**src/rtl/motor_pkg.sv**
```systemverilog
// ---------------------------------------------------------------------------
// motor_pkg
// Shared types and default sizing for the motor PWM gate driver.
//   pwm_state_t       : half-bridge sequencing states
//   PWM_CNT_WIDTH     : PWM counter width (period = 2**width clocks)
//   PWM_DEADTIME_DEF  : both-gates-low cycles on every gate handover
//   PWM_SLEW_DEF      : maximum applied-duty change per PWM period
// ---------------------------------------------------------------------------
package motor_pkg;

    localparam int PWM_CNT_WIDTH    = 12;
    localparam int PWM_DEADTIME_DEF = 4;
    localparam int PWM_SLEW_DEF     = 16;

    typedef enum logic [2:0] {
        IDLE    = 3'd0,
        RUN_HI  = 3'd1,
        DEAD_HL = 3'd2,
        RUN_LO  = 3'd3,
        DEAD_LH = 3'd4,
        FAULT   = 3'd5
    } pwm_state_t;

endpackage

```
**src/rtl/pwm_slew_limiter.sv**
```systemverilog
// ---------------------------------------------------------------------------
// pwm_slew_limiter
// Holds the duty currently in effect and moves it toward the commanded
// target by at most SLEW_STEP counts per update strobe.
//   clk_i       : clock
//   reset_i     : synchronous active-high reset, clears the applied duty
//   clear_i     : forces the applied duty to zero (driver idle)
//   update_i    : one-cycle strobe on the PWM counter wrap
//   target_i    : commanded duty sampled on the strobe
//   duty_o      : applied duty (registered)
//   duty_next_o : value duty_o takes at the coming edge
// ---------------------------------------------------------------------------
module pwm_slew_limiter
    import motor_pkg::*;
#(
    parameter int CNT_WIDTH = PWM_CNT_WIDTH,
    parameter int SLEW_STEP = PWM_SLEW_DEF
) (
    input  logic                 clk_i,
    input  logic                 reset_i,
    input  logic                 clear_i,
    input  logic                 update_i,
    input  logic [CNT_WIDTH-1:0] target_i,
    output logic [CNT_WIDTH-1:0] duty_o,
    output logic [CNT_WIDTH-1:0] duty_next_o
);

    localparam int MAX_VAL  = (2 ** CNT_WIDTH) - 1;
    // A step larger than full scale behaves exactly like full scale.
    localparam int STEP_SAT = (SLEW_STEP > MAX_VAL) ? MAX_VAL : SLEW_STEP;
    localparam logic [CNT_WIDTH:0] STEP_W = (CNT_WIDTH + 1)'(STEP_SAT);
    localparam logic [CNT_WIDTH:0] MAX_W  = (CNT_WIDTH + 1)'(MAX_VAL);

    logic [CNT_WIDTH-1:0] duty_q;
    logic [CNT_WIDTH-1:0] duty_d;
    logic [CNT_WIDTH:0]   tgt_s;
    logic [CNT_WIDTH:0]   cur_s;
    logic [CNT_WIDTH:0]   diff_s;
    logic [CNT_WIDTH:0]   step_s;
    logic [CNT_WIDTH:0]   sum_s;
    logic [CNT_WIDTH-1:0] stepped_s;

    // Bounded step toward the target in one extra bit, then clamp to range.
    always_comb begin
        tgt_s = {1'b0, target_i};
        cur_s = {1'b0, duty_q};
        if (tgt_s > cur_s) begin
            diff_s = tgt_s - cur_s;
            step_s = (diff_s > STEP_W) ? STEP_W : diff_s;
            sum_s  = cur_s + step_s;
        end else begin
            diff_s = cur_s - tgt_s;
            step_s = (diff_s > STEP_W) ? STEP_W : diff_s;
            sum_s  = cur_s - step_s;
        end
        if (sum_s > MAX_W) begin
            stepped_s = MAX_W[CNT_WIDTH-1:0];
        end else begin
            stepped_s = sum_s[CNT_WIDTH-1:0];
        end
        if (clear_i) begin
            duty_d = {CNT_WIDTH{1'b0}};
        end else if (update_i) begin
            duty_d = stepped_s;
        end else begin
            duty_d = duty_q;
        end
    end

    // Applied duty register.
    always_ff @(posedge clk_i) begin
        if (reset_i) begin
            duty_q <= {CNT_WIDTH{1'b0}};
        end else begin
            duty_q <= duty_d;
        end
    end

    assign duty_o      = duty_q;
    assign duty_next_o = duty_d;

endmodule

```
**src/rtl/motor_pwm_driver.sv**
```systemverilog
// ---------------------------------------------------------------------------
// motor_pwm_driver
// Fixed-period PWM for one half bridge with dead-time insertion, per-period
// duty slew limiting and latched fault shutdown.
//   c20k          : system clock, rising edge
//   reset         : synchronous active-high reset
//   enable        : run request, low forces idle
//   fault         : overcurrent / driver fault, sampled every cycle
//   duty_in       : commanded duty (0 = fully low side)
//   gate_hi       : high-side gate drive (registered)
//   gate_lo       : low-side gate drive (registered)
//   period_start  : one-cycle pulse while the counter sits at 0 after a wrap
//   duty_applied  : post-slew duty in effect
//   fault_latched : sticky fault flag
// ---------------------------------------------------------------------------
module motor_pwm_driver
    import motor_pkg::*;
#(
    parameter int CNT_WIDTH = PWM_CNT_WIDTH,
    parameter int DEADTIME  = PWM_DEADTIME_DEF,
    parameter int SLEW_STEP = PWM_SLEW_DEF
) (
    input  logic                 c20k,
    input  logic                 reset,
    input  logic                 enable,
    input  logic                 fault,
    input  logic [CNT_WIDTH-1:0] duty_in,
    output logic                 gate_hi,
    output logic                 gate_lo,
    output logic                 period_start,
    output logic [CNT_WIDTH-1:0] duty_applied,
    output logic                 fault_latched
);

    localparam int DW = (DEADTIME > 2) ? $clog2(DEADTIME) : 1;
    localparam logic [DW-1:0]        DEAD_LOAD = DW'(DEADTIME - 1);
    localparam logic [CNT_WIDTH-1:0] CNT_MAX   = {CNT_WIDTH{1'b1}};
    localparam logic [CNT_WIDTH-1:0] CNT_ONE   = CNT_WIDTH'(1);
    localparam logic [CNT_WIDTH:0]   FULL_W    = (CNT_WIDTH + 1)'(2 ** CNT_WIDTH);
    localparam logic [CNT_WIDTH:0]   DT_W      = (CNT_WIDTH + 1)'(DEADTIME);
    localparam logic [CNT_WIDTH:0]   HI_THR_W  = FULL_W - DT_W;

    pwm_state_t           state_q;
    logic [CNT_WIDTH-1:0] cnt_q;
    logic [DW-1:0]        dead_q;
    logic                 gate_hi_q;
    logic                 gate_lo_q;
    logic                 period_start_q;
    logic                 fault_latched_q;

    logic                 running_s;
    logic                 wrap_s;
    logic                 update_s;
    logic                 clear_s;
    logic [CNT_WIDTH-1:0] cnt_d_s;
    logic [CNT_WIDTH-1:0] duty_q_s;
    logic [CNT_WIDTH-1:0] duty_next_s;
    logic [CNT_WIDTH:0]   duty_ext_s;
    logic [CNT_WIDTH:0]   d_eff_s;
    logic                 want_hi_s;

    // Counter runs only in RUN/DEAD states; the wrap strobe drives the duty update.
    always_comb begin
        case (state_q)
            RUN_HI, DEAD_HL, RUN_LO, DEAD_LH: running_s = 1'b1;
            default:                          running_s = 1'b0;
        endcase
        wrap_s   = running_s && (cnt_q == CNT_MAX);
        update_s = wrap_s && enable && !fault;
        clear_s  = (state_q == IDLE);
        if (state_q == IDLE) begin
            cnt_d_s = {CNT_WIDTH{1'b0}};
        end else if (running_s) begin
            cnt_d_s = cnt_q + CNT_ONE;
        end else begin
            cnt_d_s = cnt_q;
        end
    end

    pwm_slew_limiter #(
        .CNT_WIDTH (CNT_WIDTH),
        .SLEW_STEP (SLEW_STEP)
    ) u_slew (
        .clk_i       (c20k),
        .reset_i     (reset),
        .clear_i     (clear_s),
        .update_i    (update_s),
        .target_i    (duty_in),
        .duty_o      (duty_q_s),
        .duty_next_o (duty_next_s)
    );

    // Desired level is evaluated for the count and duty of the coming cycle,
    // so a registered gate change lands exactly on the compare boundary.
    always_comb begin
        duty_ext_s = {1'b0, duty_next_s};
        if (duty_ext_s <= DT_W) begin
            d_eff_s = {(CNT_WIDTH + 1){1'b0}};
        end else if (duty_ext_s >= HI_THR_W) begin
            d_eff_s = FULL_W;
        end else begin
            d_eff_s = duty_ext_s;
        end
        want_hi_s = ({1'b0, cnt_d_s} < d_eff_s);
    end

    // Gate sequencing FSM with registered gate, strobe and fault outputs.
    always_ff @(posedge c20k) begin
        if (reset) begin
            state_q         <= IDLE;
            cnt_q           <= {CNT_WIDTH{1'b0}};
            dead_q          <= {DW{1'b0}};
            gate_hi_q       <= 1'b0;
            gate_lo_q       <= 1'b0;
            period_start_q  <= 1'b0;
            fault_latched_q <= 1'b0;
        end else if (fault) begin
            state_q         <= FAULT;
            gate_hi_q       <= 1'b0;
            gate_lo_q       <= 1'b0;
            period_start_q  <= 1'b0;
            fault_latched_q <= 1'b1;
        end else if (!enable) begin
            // Also the FAULT exit: fault is low here, so the latch clears.
            state_q         <= IDLE;
            cnt_q           <= {CNT_WIDTH{1'b0}};
            gate_hi_q       <= 1'b0;
            gate_lo_q       <= 1'b0;
            period_start_q  <= 1'b0;
            fault_latched_q <= 1'b0;
        end else begin
            period_start_q <= wrap_s;
            cnt_q          <= cnt_d_s;
            case (state_q)
                IDLE: begin
                    gate_hi_q <= 1'b0;
                    gate_lo_q <= 1'b0;
                    if (!fault_latched_q) begin
                        state_q <= DEAD_LH;
                        dead_q  <= DEAD_LOAD;
                    end else begin
                        state_q <= IDLE;
                    end
                end
                RUN_HI: begin
                    gate_lo_q <= 1'b0;
                    if (!want_hi_s) begin
                        state_q   <= DEAD_HL;
                        dead_q    <= DEAD_LOAD;
                        gate_hi_q <= 1'b0;
                    end else begin
                        gate_hi_q <= 1'b1;
                    end
                end
                RUN_LO: begin
                    gate_hi_q <= 1'b0;
                    if (want_hi_s) begin
                        state_q   <= DEAD_LH;
                        dead_q    <= DEAD_LOAD;
                        gate_lo_q <= 1'b0;
                    end else begin
                        gate_lo_q <= 1'b1;
                    end
                end
                DEAD_HL, DEAD_LH: begin
                    // Either side may follow: no second dead interval when the
                    // level went back to where it came from.
                    if (dead_q == {DW{1'b0}}) begin
                        state_q   <= want_hi_s ? RUN_HI : RUN_LO;
                        gate_hi_q <= want_hi_s;
                        gate_lo_q <= !want_hi_s;
                    end else begin
                        dead_q    <= dead_q - DW'(1);
                        gate_hi_q <= 1'b0;
                        gate_lo_q <= 1'b0;
                    end
                end
                FAULT: begin
                    state_q   <= FAULT;
                    gate_hi_q <= 1'b0;
                    gate_lo_q <= 1'b0;
                end
                default: begin
                    state_q   <= IDLE;
                    gate_hi_q <= 1'b0;
                    gate_lo_q <= 1'b0;
                end
            endcase
        end
    end

    assign gate_hi       = gate_hi_q;
    assign gate_lo       = gate_lo_q;
    assign period_start  = period_start_q;
    assign duty_applied  = duty_q_s;
    assign fault_latched = fault_latched_q;

endmodule

```
**config.mk**
```make
export PLATFORM = sky130hd
export DESIGN_NAME = motor_pwm_driver
export DESIGN_NICKNAME = d
export VERILOG_FILES = /design/src/rtl/motor_pkg.sv /design/src/rtl/pwm_slew_limiter.sv /design/src/rtl/motor_pwm_driver.sv
export SDC_FILE = /design/constraint.sdc
export NUM_CORES = 1
export LEC_CHECK = 0
export ABC_AREA = 1
export CAP_MARGIN = 5
export CORE_MARGIN = 2
export CORE_UTILIZATION = 50
export DETAILED_ROUTE_END_ITERATION = 16
export MAX_ROUTING_LAYER = met4
export PLACE_DENSITY = 0.67
export RECOVER_POWER = 50
export SKIP_LAST_GASP = 1
export SYNTH_ARGS = -nofsm -noshare
export SYNTH_HDL_FRONTEND = slang
export SYNTH_HIERARCHICAL = 1
export SYNTH_SLANG_ARGS = --single-unit
```
**constraint.sdc**
```tcl
create_clock -name c20k -period 11.12 [get_ports c20k]
set_input_delay 1.112 -clock c20k [delete_from_list [all_inputs] [get_ports c20k]]
set_output_delay 1.112 -clock c20k [all_outputs]
set_load 0.01 [all_outputs]
```
Word-level counts from Yosys, hierarchy flattened
Cells that the tools add are included.
Word-level totals
  word-level logic and storage cells: 86
  flip-flop bits (word level): 33
  input port bits: 16
  output and inout port bits: 16
Operators by class
  equal/unequal tests: 15
  bitwise gates (word level): 2
  reductions and logical operators: 14
  order comparisons: 7
  multiplexer cells: 33
  add/subtract/negate cells: 6
Operators with widths (count)
  $mux 12: 6
  $mux 13: 5
  $gt 13x5->1 const B: 2
  $sub 12x12->13: 2
  $mux 3: 6
  $pmux 3 s5: 1
  $add 12x13->13: 1
  $gt 13x12->1 const B: 1
  $lt 12x13->1: 1
  $sub 12x13->13: 1
  $add 12x1->12 const B: 1
  $eq 12x12->1 const B: 1
  $ge 12x12->1 const B: 1
  $gt 12x12->1: 1
  $le 12x3->1 const B: 1
  $ne 4x4->1 const B: 3
  $mux 2: 5
  $ne 2x2->1 const B: 5
  $pmux 2 s4: 1
  $mux 1: 7
  $reduce_and 7->1: 1
  $eq 3x2->1 const B: 2
  $eq 3x3->1 const B: 2
  $reduce_and 3->1: 2
  13 further kinds: 18

Longest topological paths before layout
  depth after elaboration: 18
  depth in mapped cells: 55
  depth with buffers taken out: 53

By module
The synthesis kept the hierarchy.
Modules (own cells, without submodules)
  pwm_slew_limiter: seq. area each 240.2 sq um, area each 2882.8 sq um, cells an instance 482, instances 1
  motor_pwm_driver: seq. area each 420.4 sq um, area each 1582.8 sq um, cells an instance 241, instances 1

Least setup slack after synthesis
OpenSTA, ideal clock, no wires.
  kind: input -> register
  start: in duty_in[0]
  end: reg dead_q[0]
  setup slack: 4.159 ns
  stages: 47
  buffers on the path: 2
  required time: 11.003 ns
  arrival time: 6.845 ns
  setup time: 0.117 ns
  cells stage by stage: inv_1 -> ha_1 -> inv_1 -> fa_1 -> or2_2 -> nor2_1 -> nand2_1 -> nand2_1 -> nand2_1 -> nor2_1 -> nand2_1 -> inv_1 -> nand2_1 -> ha_1 -> nand2_1 -> a21boi_0 -> fa_1 -> a21oi_1 -> [11 not listed] -> nand2_1 -> nor2_1 -> nand3b_1 -> clkbuf_1 -> inv_1 -> nor2_1 -> nand2_1 -> ha_1 -> a21oi_1 -> nor2_1 -> a211oi_1 -> nand2_1 -> nand2_2 -> nand2_2 -> nand2_4 -> nand3_2 -> nor3_1 -> nor2_1
On the way
  cells in the longest elaborated chain, start to end: 15
  elaborated cells on any way between the ends: 22
  classes of those cells: add/sub: 4; order compare: 7; eq/ne: 2; mux: 8; reduce/logical: 1
RTL lines
  from (decl): line motor_pwm_driver.sv:27  | input logic [CNT_WIDTH-1:0] duty_in,
  $sub 12x12->13 (on tied branches): line pwm_slew_limiter.sv:52, pwm_slew_limiter.sv:48
  $gt 13x5->1 (on tied branches): line pwm_slew_limiter.sv:53, pwm_slew_limiter.sv:49
  $mux 13 (on tied branches): line pwm_slew_limiter.sv:53, pwm_slew_limiter.sv:49
  $sub 12x13->13 / $add 12x13->13 (equally long branches): line pwm_slew_limiter.sv:54, pwm_slew_limiter.sv:50
  $mux 13 *: line pwm_slew_limiter.sv:47  | if (tgt_s > cur_s) begin
  $gt 13x12->1: line pwm_slew_limiter.sv:56  | if (sum_s > MAX_W) begin
  $mux 12 *: line pwm_slew_limiter.sv:56
  $mux 12 *: line pwm_slew_limiter.sv:63  | end else if (update_i) begin
  $mux 12 *: line pwm_slew_limiter.sv:61  | if (clear_i) begin
  named net duty_next_s[3]: line motor_pwm_driver.sv:57  | logic [CNT_WIDTH-1:0] duty_next_s;
  $ge 12x12->1: line motor_pwm_driver.sv:99  | end else if (duty_ext_s >= HI_THR_W) begin
  $mux 13: line motor_pwm_driver.sv:99
  $mux 13 *: line motor_pwm_driver.sv:97  | if (duty_ext_s <= DT_W) begin
  $lt 12x13->1 *: line motor_pwm_driver.sv:104  | want_hi_s = ({1'b0, cnt_d_s} < d_eff_s);
  $ne 2x2->1 (no source line)
  $reduce_and 7->1 (no source line) *
  to (signal assigned): line motor_pwm_driver.sv:112  | dead_q <= {DW{1'b0}};
  to (signal assigned): line motor_pwm_driver.sv:173  | dead_q <= dead_q - DW'(1);
  to (decl): line motor_pwm_driver.sv:45  | logic [DW-1:0] dead_q;
The timed path passes the listed nets; every way through them passes the cells marked *.
A chain may end at the register's enable or synchronous reset.

Final worst setup path
  start: in duty_in[0]
  end: reg state_q[2]
On the way
  cells in the longest elaborated chain, start to end: 15
  elaborated cells on any way between the ends: 22
  classes of those cells: add/sub: 4; order compare: 7; eq/ne: 2; mux: 8; reduce/logical: 1
RTL lines
  $sub 12x12->13 (on tied branches): line pwm_slew_limiter.sv:52, pwm_slew_limiter.sv:48
  $gt 13x5->1 (on tied branches): line pwm_slew_limiter.sv:53, pwm_slew_limiter.sv:49
  $mux 13 (on tied branches): line pwm_slew_limiter.sv:53, pwm_slew_limiter.sv:49
  $sub 12x13->13 / $add 12x13->13 (equally long branches): line pwm_slew_limiter.sv:54, pwm_slew_limiter.sv:50
  $mux 13 *: line pwm_slew_limiter.sv:47
  $gt 13x12->1: line pwm_slew_limiter.sv:56
  $mux 12 *: line pwm_slew_limiter.sv:56
  $mux 12 *: line pwm_slew_limiter.sv:63
  $mux 12 *: line pwm_slew_limiter.sv:61
  named net duty_next_s[6]: line motor_pwm_driver.sv:57
  $ge 12x12->1: line motor_pwm_driver.sv:99
  $mux 13: line motor_pwm_driver.sv:99
  $mux 13 *: line motor_pwm_driver.sv:97
  $lt 12x13->1 *: line motor_pwm_driver.sv:104
  $ne 4x4->1 (no source line)
  $reduce_and 3->1 (no source line) *
  to (signal assigned): line motor_pwm_driver.sv:169  | state_q <= want_hi_s ? RUN_HI : RUN_LO;
  to (decl): line motor_pwm_driver.sv:43  | pwm_state_t state_q;
Marks and branches as above.

==> flow_metrics.py <==
metrics = {
    "logic_synthesis": {
        "synth-seq-area-share": 0.1479,
        "async_flop_share": 0,
        "syn-num-nets": 792,
        "synth_top_flop_cell": "dfxtp_1",
        "postSynthAreaPerCell_um2": 6.176,
        "synthesis.area_um2": 4466,
        "ys_ff_latch": 33,
        "ys_types": 43,
        "synth_edf_count": 0,
        "synthCells": 723,
        "ys_warn_count": 6,
    },
    "cts": {
        "cts-root-buf": "clkbuf_8",
        "clkTransAtPathRegs_ns": 0.07,
        "clk_latency_ns": 0.28,
        "ctsResizeCount": 0,
        "clockBufferDepth": 2,
        "postCtsSetupRepairBufs": 0,
        "cts_hold_buf": 0,
        "numClockSinks": 33,
        "tritoncts": "built",
        "cts_buffers": 5,
        "cts.htree.levels": 2,
    },
    "floorplan": {
        "die_y_um": 98.51,
        "coreArea_um2": 8678,
        "row_count": 34,
        "die_area_um2": 9703,
        "ios": 32,
        "chipWidth_um": 98.51,
        "start_util": 0.5146,
    },
    "power": {
        "switching_share": 0.3169,
        "p_switching_mw": 0.1043,
        "p_leak_nw": 2.519,
        "combPwrFrac": 0.279,
        "power_mw": 0.3291,
        "pwr-share-seq": 0.369,
        "p_int_mw": 0.2248,
        "p_clk_frac": 0.351,
        "power_density_nw_per_um2": 66.59,
        "ir_worst_vdd_v": 0.00008123,
    },
    "final_layout": {
        "final_nets": 816,
        "fillers": 912,
        "n_antenna_cell": 0,
        "drive_above_1_share": 0.1083,
        "area_growth_pct": 10.68,
    },
    "worst_hold_path": {
        "hold_depth": 2,
        "hold_path_class": "register to register",
    },
    "drt": {
        "drt-initial-drc-count": 146,
        "route.detailed.drc": 0,
        "detail-route-antenna-nets": 0,
        "wl_per_cell_um": 13.87,
        "num_vias": 4537,
        "dr.pass1.iters": 5,
        "wl_um": 11870,
        "via_per_inst": 5.300,
    },
    "global_routing": {
        "grt_max_degree": 22,
        "grt.overflow.total": 0,
        "antenna_found_initial": 0,
        "grt_pass1_vias": 4607,
        "track_usage": 0.2629,
        "grt_pass1_wl_um": 20560,
    },
    "critical_path": {
        "start_kind": "input pin",
        "cp-end-kind": "register",
        "reg2reg_depth": 42,
        "crit_top_cell": "nand2_1",
        "critPathSlowestCell": "clkdlybuf4s50_1",
        "cp.arrival_ns": 8.19,
        "critPathMaxStageDelay_ns": 0.49,
        "cp.required_ns": 11.30,
        "rrSetupSlack_ns": 4.04,
        "crit_type": "input pin to register",
        "crit_fanout": 13,
    },
    "timing": {
        "setup_viol": 0,
        "rsz0062_at_grt": "no",
        "period_needed_ns": 8.012,
        "worst_pin_slew_ns": 0.9276,
        "finalHoldViolCount": 0,
        "setup_tns_ns": 0,
        "max-slew-margin-rel": 0.3816,
        "finalMaxSlewViolations": 0,
        "final.period_utilization": 0.7205,
        "max_freq_mhz": 124.8,
        "timing.hold.ws_ns": 0.4853,
        "skew_ns": 0.004433,
    },
    "placed_design": {
        "routabilityCongestion": 0.9219,
        "dpl.hpwl_um": 10170,
        "io_buffers": 31,
    },
    "flow_run": {
        "maxCapViolCount": 0,
    },
    "status": {
        "status": "complete, no violations",
    },
}
flip-flops by register name (all words and copies together), names as in the netlist:
signal	cells
gate_hi	1
dead_q	2
gate_lo	1
cnt_q	12
fault_latched	1
period_start	1
state_q	3
u_slew/duty_o	12
worst max-delay path, delay by kind of cell:
family,cells,cell delay (ns)
buffers and inverters,6,0.99
AOI/OAI and AO/OA,10,1.78
adders and majority gates,5,1.44
and+or+nand+nor,24,2.88
kinds of logic (layout without fill, tap and decap cells):
kind of cell / count (synthesis) / after routing / share of synthesized area
buffers and inverters: 147 / 172 / 0.1334
and+or+nand+nor: 350 / 350 / 0.3755
AOI/OAI and AO/OA: 121 / 121 / 0.1507
xor gates and xnor gates: 19 / 19 / 0.03895
adders and majority gates: 53 / 53 / 0.1535
DFF: 33 / 33 / 0.1479
cells in the final DEF, fill, tap and decap left out, drive strengths merged, types with 17 or more instances in the layout:
| cell type | netlist | final |
|---|---|---|
| a21oi | 61 | 61 |
| dfxtp | 33 | 33 |
| dlygate4sd3 | 0 | 17 |
| ha | 50 | 50 |
| inv | 131 | 131 |
| nand2 | 199 | 199 |
| nand3 | 57 | 57 |
| nor2 | 64 | 64 |
| o21ai | 38 | 38 |
| xor2 | 18 | 18 |
cell usage after synthesis, types with 2 or more instances:
library cell	count	share of area
dfxtp_1	33	0.15
inv_1	121	0.10
buf_6	3	0.0076
a21o_1	2	0.0034
o21bai_1	2	0.0034
nor2_4	2	0.0050
nand3_2	16	0.036
a21boi_0	2	0.0034
o21ai_1	3	0.0034
nor2_1	44	0.037
a211oi_1	2	0.0034
clkbuf_1	6	0.0050
nand4_1	9	0.013
or2_2	4	0.0056
nand3_1	39	0.044
ha_1	50	0.14
a221oi_1	2	0.0039
nand2_4	4	0.010
nand3_4	2	0.0078
nor3_1	13	0.015
nor4_1	2	0.0028
nand2_2	13	0.018
buf_2	6	0.0067
xor2_1	17	0.033
inv_2	10	0.0084
nand2_1	182	0.15
nor2_2	18	0.025
o22ai_1	6	0.0084
fa_1	3	0.013
a21oi_1	60	0.067
o21ai_0	35	0.039
final cells by class:
| type | instances | area, um2 | share of cell area |
|---|---|---|---|
| timing repair buffer | 32 | 314.1 | 0.06354 |
| clock inverter | 1 | 30.03 | 0.006076 |
| sequential | 33 | 660.6 | 0.1337 |
| multi-input combinational | 543 | 3207 | 0.6489 |
| tap | 108 | 135.1 | 0.02734 |
| clock buffer | 7 | 86.33 | 0.01747 |
| inverter | 132 | 509.2 | 0.1030 |
power by group through the flow:
stage	Sequential (mW)	Combinational (mW)	Clock, mW
finish	0.121	0.0919	0.116
global route	0.122	0.104	0.124
CTS	0.121	0.0922	0.120
detailed placement	0.124	0.0917	0
global placement	0.124	0.0908	0
floorplan	0.124	0.0680	0
path summary, 6_finish.rpt:
check	to	from
max	state_q[2]$_SDFFE_PP0P_	duty_in[0]
min	fault_latched$_SDFFE_PP0P_	fault_latched$_SDFFE_PP0P_
min reg2reg	fault_latched$_SDFFE_PP0P_	fault_latched$_SDFFE_PP0P_
max reg2reg	state_q[2]$_SDFFE_PP0P_	u_slew/duty_o[1]$_SDFF_PP0_
layer usage:
metal,wire length [um],part of all wire,GRT usage
met3,190,0.016,0.01560
met5,0,0,-
met1,4975,0.42,0.2848
met4,425,0.036,0.1012
met2,6279,0.53,0.4992
through the flow:
stage               instances    util  setup slack [ns]  instance area, um2
floorplan                 723       -             4.159                4466
global placement          848  0.5568             3.011                4832
detailed placement        848  0.5568             2.822                4832
CTS                       856  0.5702             3.121                4949
global route              856  0.5695             2.235                4942
finish                    856  0.5695             3.108                4942
Note: power is estimated with default switching activity, not from simulation.
